===== src/rtl/div_rate_switcher.sv =====
// div_rate_switcher
//   Glitch-free selectable clock-rate generator. A single 4-bit free-running
//   counter replaces the ripple /2../16 chain; rate changes are requested
//   with sel_valid/sel_ready and are applied only on the counter wrap
//   (15 -> 0), where every rate is phase-aligned.
//
// Ports
//   clk        in   system clock, rising edge
//   rst        in   asynchronous active-high reset
//   sel_in     in   requested rate, ratio = 2^(sel_in+1)
//   sel_valid  in   request present on sel_in
//   sel_ready  out  request can be accepted (state decode)
//   sel_done   out  one-cycle pulse: requested rate now active
//   cur_sel    out  rate currently in effect
//   div_clk    out  registered divided level, 50% duty
//   tick       out  registered one-cycle pulse per div_clk period
module div_rate_switcher #(
    parameter logic [1:0] RESET_SEL = 2'd3
) (
    input  logic       clk,
    input  logic       rst,
    input  logic [1:0] sel_in,
    input  logic       sel_valid,
    output logic       sel_ready,
    output logic       sel_done,
    output logic [1:0] cur_sel,
    output logic       div_clk,
    output logic       tick
);

    localparam int unsigned CNT_W = 4;
    localparam int unsigned SEL_W = 2;

    typedef enum logic {
        ST_IDLE    = 1'b0,
        ST_PENDING = 1'b1
    } state_e;

    state_e             state_q, state_d;
    logic [CNT_W-1:0]   cnt_q, cnt_d;
    logic [SEL_W-1:0]   pend_sel_q, pend_sel_d;
    logic [SEL_W-1:0]   cur_sel_q, cur_sel_d;
    logic               div_clk_q, div_clk_d;
    logic               tick_q, tick_d;
    logic               sel_done_q, sel_done_d;
    logic               wrap_c;

    // This edge takes the counter 15 -> 0: all rates end a period together.
    assign wrap_c = (cnt_q == CNT_W'(15));

    // FSM state register
    always_ff @(posedge clk or posedge rst) begin
        if (rst) begin
            state_q <= ST_IDLE;
        end else begin
            state_q <= state_d;
        end
    end

    // FSM next state
    always_comb begin
        state_d = state_q;
        unique case (state_q)
            ST_IDLE:    if (sel_valid) state_d = ST_PENDING;
            ST_PENDING: if (wrap_c)    state_d = ST_IDLE;
            default:    state_d = ST_IDLE;
        endcase
    end

    // FSM output decode
    always_comb begin
        sel_ready = 1'b0;
        if (state_q == ST_IDLE) begin
            sel_ready = 1'b1;
        end
    end

    // Counter, request latch and rate switch
    always_comb begin
        cnt_d      = cnt_q + CNT_W'(1);
        pend_sel_d = pend_sel_q;
        cur_sel_d  = cur_sel_q;
        sel_done_d = 1'b0;
        if (state_q == ST_IDLE && sel_valid) begin
            pend_sel_d = sel_in;
        end
        // An acceptance on the wrap edge is in IDLE here, so it cannot switch
        // until the following wrap.
        if (state_q == ST_PENDING && wrap_c) begin
            cur_sel_d  = pend_sel_q;
            sel_done_d = 1'b1;
        end
    end

    // Divided level and tick from post-edge counter and selection
    always_comb begin
        div_clk_d = cnt_d[cur_sel_d];
        tick_d    = 1'b0;
        unique case (cur_sel_d)
            2'd0:    tick_d = cnt_d[0];
            2'd1:    tick_d = &cnt_d[1:0];
            2'd2:    tick_d = &cnt_d[2:0];
            default: tick_d = &cnt_d[3:0];
        endcase
    end

    // Datapath registers
    always_ff @(posedge clk or posedge rst) begin
        if (rst) begin
            cnt_q      <= '0;
            pend_sel_q <= '0;
            cur_sel_q  <= RESET_SEL;
            div_clk_q  <= 1'b0;
            tick_q     <= 1'b0;
            sel_done_q <= 1'b0;
        end else begin
            cnt_q      <= cnt_d;
            pend_sel_q <= pend_sel_d;
            cur_sel_q  <= cur_sel_d;
            div_clk_q  <= div_clk_d;
            tick_q     <= tick_d;
            sel_done_q <= sel_done_d;
        end
    end

    assign cur_sel  = cur_sel_q;
    assign div_clk  = div_clk_q;
    assign tick     = tick_q;
    assign sel_done = sel_done_q;

endmodule


===== config.mk =====
export PLATFORM = sky130hd
export DESIGN_NAME = div_rate_switcher
export DESIGN_NICKNAME = d
export VERILOG_FILES = /design/src/rtl/div_rate_switcher.sv
export SDC_FILE = /design/constraint.sdc
export NUM_CORES = 1
export LEC_CHECK = 0
export BUFFER_PORTS_ARGS = -buffer_cell sky130_fd_sc_hd__buf_2
export CAP_MARGIN = 0
export CELL_PAD_IN_SITES_DETAIL_PLACEMENT = 1
export CELL_PAD_IN_SITES_GLOBAL_PLACEMENT = 1
export CORE_AREA = 2 2 39 41
export DETAILED_ROUTE_END_ITERATION = 10
export DIE_AREA = 0 0 41 43
export GPL_ROUTABILITY_DRIVEN = 1
export GPL_TIMING_DRIVEN = 0
export PLACE_DENSITY_LB_ADDON = 0.1
export SLEW_MARGIN = 20
export SYNTH_ARGS = -nofsm -noshare
export SYNTH_HDL_FRONTEND = slang
export SYNTH_SLANG_ARGS = --single-unit

===== constraint.sdc =====
create_clock -name clk -period 3.9 [get_ports clk]
set_input_delay 0.39 -clock clk [delete_from_list [all_inputs] [get_ports clk]]
set_output_delay 0.39 -clock clk [all_outputs]
set_load 0.005 [all_outputs]

==> impl_metrics.tcl, run 1 <==
set metrics [dict create \
    fin_tns_setup_ns 0 \
    worstSetupPathType "register to register" \
    met2_usage_pct 24.1 \
    overflow 0 \
    hold_viol 0 \
    dp_hpwl_um 803 \
    drive_above_1_share_pct 39.7 \
    grt_util_met3_pct 6.28 \
    ff2ff_setup_slack_ns 2.00 \
    start_util_pct 39.3 \
    start_kind "register" \
    hold_buffers 0 \
    finClkSkew_ns 0.00692 \
    fin_crit_ns 1.90 \
    die_w_um 41 \
    rsz0062_at_grt "false" \
    grt-busiest-layer "met2" \
    drt-total-wl_um 998 \
    avgSynthCellArea_um2 12.4 \
    ys_seq_area_share_pct 55.6 \
    grt_usage_pct 14.7 \
    worstPathArrival_ns 2.05 \
    clock_sinks 12 \
    viasPerCell 5.09 \
    diodes 0 \
    antenna_found_initial 0 \
    r2r_cells 6 \
    ios 11 \
    use_met1_pct 13.6 \
    syn_nets 51 \
    dr.pass1.iters 3 \
    core_um2 1380 \
    clkSlewWorstSetupHoldPaths_ns 0.07 \
    dieHeight_um 43 \
    ir_worst_vdd_v 0.000189 \
    gp_routability_congestion 0.680 \
    report.final.slew_viol_count 0 \
    clock-root-buffer "clkbuf_4" \
    power-per-cell-area_nw_per_um2 396 \
    wl_per_cell_um 13.5 \
    synth_warnings 0 \
    drc 0 \
    end_kind "register" \
    area_growth_pct 17.7 \
    numPortBuffers 10 \
    fin_nets 66 \
    htree_levels 1 \
    final_util_pct 46.3 \
    setup_viol 0 \
    initialDrtViolationCount 1 \
    yosysTopAreaCellShare_pct 46.0 \
    clk_latency_ns 0.27 \
    ctsResizeCount 0 \
    cp_max_fo 5 \
    via_count 377 \
    netlist_area_um2 544 \
    fin_crit_sh_pct 48.7 \
    grt_pass1_vias 399 \
    worstPathRequired_ns 4.05 \
    status "finished, final reports clean" \
    maxCapViolations 0 \
    yosysUniqueCellTypes 23 \
    clockBufferDepth 2 \
    ant_nets 0 \
    syn_inst 44 \
    grt_max_degree 13 \
    post-cts-setup-buffer-count 0 \
    grt_pass1_wl_um 1630 \
    row_count 14 \
    layout_common_cells "dfrtp_1 (10), buf_2 (10), inv_1 (5)" \
    tightest_slew_ns 0.448 \
    p_leak_uw 0.000340 \
    synth_top_area_cell "dfrtp_1" \
    cts_tree "built" \
    die_area_um2 1760 \
    numCtsBuffers 3 \
    max-slew-margin-rel_pct 70.1 \
    min_path_type "input pin to asynchronous set/reset pin" \
    synthTopCellsByArea "dfrtp_1 (46%), dfstp_2 (9.7%), mux2_2 (6.2%)" \
    clock.fmax_mhz 526 \
    ys_seq_elements 12 \
]
==> worst paths after layout <==
path | startpoint | end
setup / recovery | cnt_q[0] | div_clk
hold / removal | rst | pend_sel_q[0]
setup reg to reg | cnt_q[0] | div_clk
hold reg to reg | pend_sel_q[0] | pend_sel_q[0]
max in group asynchronous | rst | cur_sel[1]
min in group clk | sel_in[0] | pend_sel_q[0]
==> sequential cells by signal, indices dropped and copies added (netlist names) <==
register and count:
cnt_q 4, cur_sel 2, pend_sel_q 2, div_clk 1
sel_done 1, state_q 1, tick 1
==> critical path, cell delays in order (launching register included) <==
cell	delay (ns)
dfrtp_1	0.42
ha_1	0.27
nand4_2	0.16
mux2i_2	0.30
inv_2	0.09
mux2_4	0.30
mux2_4	0.25
==> through the flow <==
step | area [um2] | power, uW | worst slack [ns] | cells | hold WS, ns
after floorplan | 544 | 164 | 2.14 | 44 | 0.253
final | 641 | 253 | 2.00 | 74 | 0.105
after CTS | 641 | 259 | 1.98 | 74 | 0.118
after detailed placement | 614 | 178 | 2.00 | 70 | 0.420
after global routing | 641 | 268 | 1.91 | 74 | 0.143
after global placement | 614 | 177 | 2.03 | 70 | 0.398
==> cells by family after synthesis <==
group / count (synthesis) / synth area share (%)
flip-flops: 12 / 55.6
AND/OR/NAND/NOR: 11 / 12.2
buffers and inverters: 6 / 4.14
multiplexers: 6 / 14.3
AO/OA/AOI/OAI: 5 / 5.98
XOR/XNOR: 2 / 3.22
adder cells (fa/ha/maj): 2 / 4.60
==> synth_stat cells <==
cell	n
o21ai_0	2
inv_2	1
xnor2_1	1
inv_1	5
and2_1	1
nor2b_1	1
mux2i_2	1
mux2_4	2
nand2b_1	1
nand4_2	1
ha_1	2
a32oi_1	1
nor2_1	2
xor2_1	1
mux2_2	3
nand3_1	1
o22ai_1	1
nand2_1	2
a211oi_1	1
nor3b_1	1
dfrtp_1	10
dfstp_2	2
or2b_1	1
==> power by group <==
group / switching, uW / internal, uW / total [uW] / leakage (uW)
logic: 14.5 / 18.0 / 32.5 / 0.000177
registers: 5.80 / 136 / 142 / 0.000147
clock network: 39.0 / 39.6 / 78.6 / 0.0000150
total: 59.3 / 194 / 253 / 0.000340
==> layout make-up <==
| cell class | count | area (um2) |
|---|---|---|
| inverters | 6 | 22.5 |
| fillers | 165 | 743 |
| multi-input cells | 26 | 219 |
| flip-flops and latches | 12 | 303 |
| clock buffers | 4 | 26.3 |
| well taps | 16 | 20.0 |
| repair buffers | 10 | 50.0 |
==> per-layer routing <==
| layer | vias up | wire [um] |
|---|---|---|
| met5 | - | 0 |
| met4 | 0 | 36 |
| met3 | 4 | 60 |
| met2 | 11 | 543 |
| met1 | 186 | 358 |
| li1 | 176 | - |
Power figures use the tool's default switching activity.
==> run 2, diff against run 1 <==
CORE_AREA = unset   (was 2 2 39 41)
CORE_UTILIZATION = 35   (was unset)
DIE_AREA = unset   (was 0 0 41 43)
clock period = 1.7 ns   (was 3.9 ns; I/O delays follow)
==> run 2 against run 1 <==
  * Design area grew 16%
  * Largest power group unchanged
  * Largest cell class unchanged
  * Combinational power grew to 3.0 times the previous value
  * Routed wire length grew 22%
  * Setup slack lost 2.0 ns
  * Clock power grew 130%
  * Final cell count grew 11%
  * Non-clock buffer count grew 9
==> impl_metrics.tcl, run 2 (same netlist as run 1, synthesis figures left out) <==
set metrics [dict create \
    antenna_found_initial 0 \
    worstPathArrival_ns 1.86 \
    initialDrtViolationCount 6 \
    cp_max_fo 3 \
    finClkSkew_ns 0.0187 \
    numCtsBuffers 3 \
    r2r-start "cnt_q[0]" \
    min_path_type "input pin to register" \
    clkSlewWorstSetupHoldPaths_ns 0.08 \
    die_area_um2 1720 \
    core_um2 1370 \
    stdcell_count 82 \
    fin_crit_ns 1.70 \
    fin_tns_setup_ns 0 \
    cts_tree "built" \
    start_kind "register" \
    htree_levels 1 \
    worstPathRequired_ns 1.87 \
    dieHeight_um 41.4 \
    worstHoldStart "sel_valid" \
    dr.pass1.iters 5 \
    area_growth_pct 36.1 \
    gp_routability_congestion 0.773 \
    ff2ff_setup_slack_ns 0.004 \
    finalInstanceArea_um2 741 \
    maxCapViolations 0 \
    clock-root-buffer "clkbuf_4" \
    startpoint "cnt_q[0]" \
    largest_reg_flops 4 \
    power-per-cell-area_nw_per_um2 825 \
    rsz0062_at_grt "true" \
    status "finished, final reports clean" \
    grt_pass1_wl_um 2100 \
    place_inst 69 \
    p_leak_uw 0.000379 \
    fin_nets 75 \
    start_util_pct 39.8 \
    row_count 13 \
    ir_worst_vdd_v 0.000422 \
    dpl_cell_area_um2 634 \
    diodes 0 \
    fin_crit_sh_pct 99.8 \
    clock_sinks 12 \
    top_register "cnt_q" \
    grt_pass1_vias 440 \
    final_common_cell "buf_2" \
    grt_usage_pct 16.6 \
    end_kind "register" \
    setup_viol 0 \
    viasPerCell 4.96 \
    worstSetupPathType "register to register" \
    numPortBuffers 10 \
    tightest_slew_ns 0.472 \
    layout_common_cells "buf_2 (10), dfrtp_1 (9), buf_4 (8)" \
    dp_hpwl_um 825 \
    wl_per_cell_um 14.8 \
    report.final.slew_viol_count 0 \
    hold_viol 0 \
    clock.fmax_mhz 590 \
    ios 11 \
    clockBufferDepth 2 \
    drive_above_1_share_pct 49.3 \
    drt-total-wl_um 1220 \
    drc 0 \
    via_count 407 \
    clk_latency_ns 0.28 \
    grt_max_degree 13 \
    max-slew-margin-rel_pct 68.5 \
    overflow 0 \
    die_w_um 41.4 \
    ant_nets 0 \
]
-- run 2: cell count changes in the layout (fill, tap and decap cells not counted) --
cell           previous run  this run
mux2i_2                   1         0
nand4_2                   1         0
buf_4                     0         8
dlygate4sd3_1             0         1
ha_1                      2         1
dfrtp_1                  10         9
dfrtp_2                   0         1
nand4_4                   0         1
ha_4                      0         1
mux2i_4                   0         1
-- run 2: timing repair --
| action | CTS | global route |
|---|---|---|
| hold buffers | 1 | 0 |
| resized for setup | 2 | 0 |
| pin swaps | 0 | 1 |
| buffers inserted | 3 | 5 |
| setup endpoints to repair | 1 | 1 |
| hold endpoints to repair | 10 | 0 |
-- run 2: per-stage QoR --
stage	setup slack (ns)	util, %	total power (uW)	hold slack (ns)
finish	0.00403	54.2	611	0.120
CTS	0.00232	51.5	606	0.118
detailed placement	-0.120	46.4	410	0.206
global placement	-0.0902	46.4	405	0.175
global route	-0.0467	54.2	646	0.132
floorplan	0.0153	-	378	0.0333
-- run 2: worst paths after layout --
check | endpoint | depth (start not counted)
setup / recovery | div_clk | 6
hold / removal | state_q | 3
setup reg to reg | div_clk | 6
hold reg to reg | pend_sel_q[0] | 1
max in group asynchronous | cnt_q[0] | 3
min in group asynchronous | tick | 3
-- run 2: power breakdown --
part / switching [uW] / total [uW] / internal, uW / leakage [uW]
Clock: 91.0 / 182 / 90.7 / 0.0000150
Combinational: 39.9 / 98.4 / 58.5 / 0.000217
Sequential: 17.6 / 331 / 313 / 0.000147
-- run 2: final cells by class --
cell class	instances	area [um2]
clock buffers	4	26.3
fillers	154	626
inverters	6	22.5
multi-input cells	26	249
flip-flops and latches	12	304
well taps	15	18.8
repair buffers	19	120
-- run 2: worst max-delay path, stage by stage (launching register included) --
cell	delay [ns]
dfrtp_2	0.43
ha_4	0.18
nand4_4	0.12
mux2i_4	0.26
inv_2	0.07
mux2_4	0.30
mux2_4	0.26
-- run 2: per-layer routing --
metal,track usage [%],vias up,part of all wire [%]
met1,18.3,200,43
met5,0,-,0
met3,6.96,4,4.0
li1,-,193,-
met2,27.5,10,52
met4,7.74,0,1.2
==> run 3, diff against run 2 <==
ABC_AREA = 1   (was unset)
CORE_UTILIZATION = 34   (was 35)
==> run 3 against run 2 <==
  * Clock power grew 25%
  * Area after synthesis up 7.6%
  * Largest power group unchanged
  * Die area is 10% higher
  * First-iteration DRC count is the same
  * Non-clock buffer count decreased by 8
  * Via count up 8.1%
  * Sequential power shrank 3%
==> impl_metrics.tcl, run 3 <==
set metrics [dict create \
    status "finished, final reports clean" \
    final_util_pct 45.0 \
    clockBufferDepth 2 \
    post-cts-setup-buffer-count 0 \
    numCtsBuffers 3 \
    area_growth_pct 19.9 \
    end_kind "register" \
    preCtsSetupSlack_ns 0.190 \
    grt_pass1_wl_um 2060 \
    final_common_cell "nand2_1" \
    ys_seq_area_share_pct 51.7 \
    ant_nets 0 \
    holdPathStages 3 \
    cp_max_fo 6 \
    hold_buffers 1 \
    max-slew-margin-rel_pct 69.9 \
    fin_tns_setup_ns 0 \
    fill_cells 201 \
    synth_edf_count 0 \
    dr.pass1.iters 4 \
    grt_max_degree 13 \
    worstHoldStart "sel_in[0]" \
    worstSetupPathType "register to register" \
    fin_crit_sh_pct 88.5 \
    setup_viol 0 \
    avgSynthCellArea_um2 9.15 \
    syn_nets 71 \
    stdcell_count 95 \
    tightest_slew_ns 0.451 \
    worstPathRequired_ns 1.87 \
    async_reset_ff_share_pct 100 \
    numPortBuffers 10 \
    via_count 440 \
    synth_top_area_cell "dfrtp_1" \
    worstPathArrival_ns 1.67 \
    start_util_pct 37.6 \
    top_register "cnt_q" \
    clock-root-buffer "clkbuf_4" \
    dieHeight_um 43.5 \
    yosysUniqueCellTypes 17 \
    grt_usage_pct 15.5 \
    r2r_cells 7 \
    p_leak_uw 0.000408 \
    synth_flop_cell "dfrtp_1" \
    diodes 0 \
    ys_seq_elements 12 \
    antenna_found_initial 0 \
    clock.fmax_mhz 664 \
    drt-total-wl_um 1100 \
    viasPerCell 4.63 \
    layout_common_cells "nand2_1 (12), dfrtp_1 (10), buf_2 (10)" \
    htree_levels 1 \
    synth_warnings 0 \
    report.final.slew_viol_count 0 \
    power.total_uw 622 \
    fin_nets 87 \
    grt_pass1_vias 469 \
    netlist_area_um2 586 \
    gp_routability_congestion 0.692 \
    start_kind "register" \
    cts_tree "built" \
    fin_crit_ns 1.51 \
    clock_sinks 12 \
    synthTopCellsByArea "dfrtp_1 (43%), dfstp_2 (9.0%), nand2_1 (7.7%)" \
    hold_viol 0 \
    setup_slack_ns 0.195 \
    r2r-start "cnt_q[1]" \
    syn_inst 64 \
    drc 0 \
    finClkSkew_ns 0.00111 \
    overflow 0 \
    ir_worst_vdd_v 0.000436 \
    ctsResizeCount 0 \
    synth_common_cells "nand2_1 (12), dfrtp_1 (10), inv_1 (9), nor2_1 (8), nand3_1 (6)" \
    wl_per_cell_um 11.5 \
    clk_latency_ns 0.27 \
    core_um2 1560 \
    startpoint "cnt_q[1]" \
    row_count 14 \
    drive_above_1_share_pct 29.1 \
    maxCapViolations 0 \
    die_w_um 43.5 \
    min_path_type "input pin to register" \
    initialDrtViolationCount 6 \
    clkSlewWorstSetupHoldPaths_ns 0.08 \
    rsz0062_at_grt "false" \
    place_inst 90 \
    synth_most_common_cell "nand2_1" \
    power-per-cell-area_nw_per_um2 886 \
    largest_reg_flops 4 \
    ios 11 \
    yosysTopAreaCellShare_pct 42.7 \
    die_area_um2 1890 \
]
-- run 3: final timing paths --
| kind | end | slack, ns |
|---|---|---|
| worst max-delay path | div_clk | 0.19 |
| worst min-delay path | pend_sel_q[0] | 0.14 |
| worst max register to register | div_clk | 0.19 |
| worst min register to register | cnt_q[0] | 0.54 |
| max in group asynchronous | cur_sel[1] | 0.92 |
| min in group asynchronous | cnt_q[2] | 0.44 |
-- run 3: cells by family after synthesis --
family          Yosys count  synth area share [%]
fa+ha+maj                 2                  4.27
xor+xnor                  1                  1.50
flops                    12                  51.7
simple gates             35                  31.8
compound gates            5                  4.91
buf+inv                   9                  5.77
-- run 3: final cells by class --
| cell class | instances | area, um2 | share of cell area (%) |
|---|---|---|---|
| sequential | 12 | 303 | 43.1 |
| multi-input combinational | 43 | 249 | 35.5 |
| timing repair buffer | 11 | 60.1 | 8.56 |
| clock buffer | 4 | 36.3 | 5.17 |
| inverter | 9 | 33.8 | 4.81 |
| tap | 16 | 20.0 | 2.85 |
-- run 3: worst max-delay path, cell delays in order (launching register included) --
cell,delay (ns)
dfrtp_1,0.42
ha_1,0.27
nand2_4,0.11
nor2_8,0.17
nand2_1,0.06
o21ai_0,0.12
nand3_1,0.10
and2_1,0.16
-- run 3: report_power, final --
group          leakage (uW)  internal, uW  switching (uW)
clock             0.0000210           130            97.5
combinational      0.000240          30.2            42.6
sequential         0.000147           310            11.7
-- run 3: metrics by stage --
stage	instance area (um2)	hold WS (ns)
floorplan	586	0.0333
global placement	656	0.205
detailed placement	656	0.204
CTS	702	0.140
global route	702	0.173
finish	702	0.142
-- run 3: per-layer routing --
layer	share of wire (%)	wire length, um	GRT usage, %
met4	2.4	26	11.3
met1	51	555	22.4
met3	3.0	33	2.50
met5	0	0	0
met2	44	483	20.6
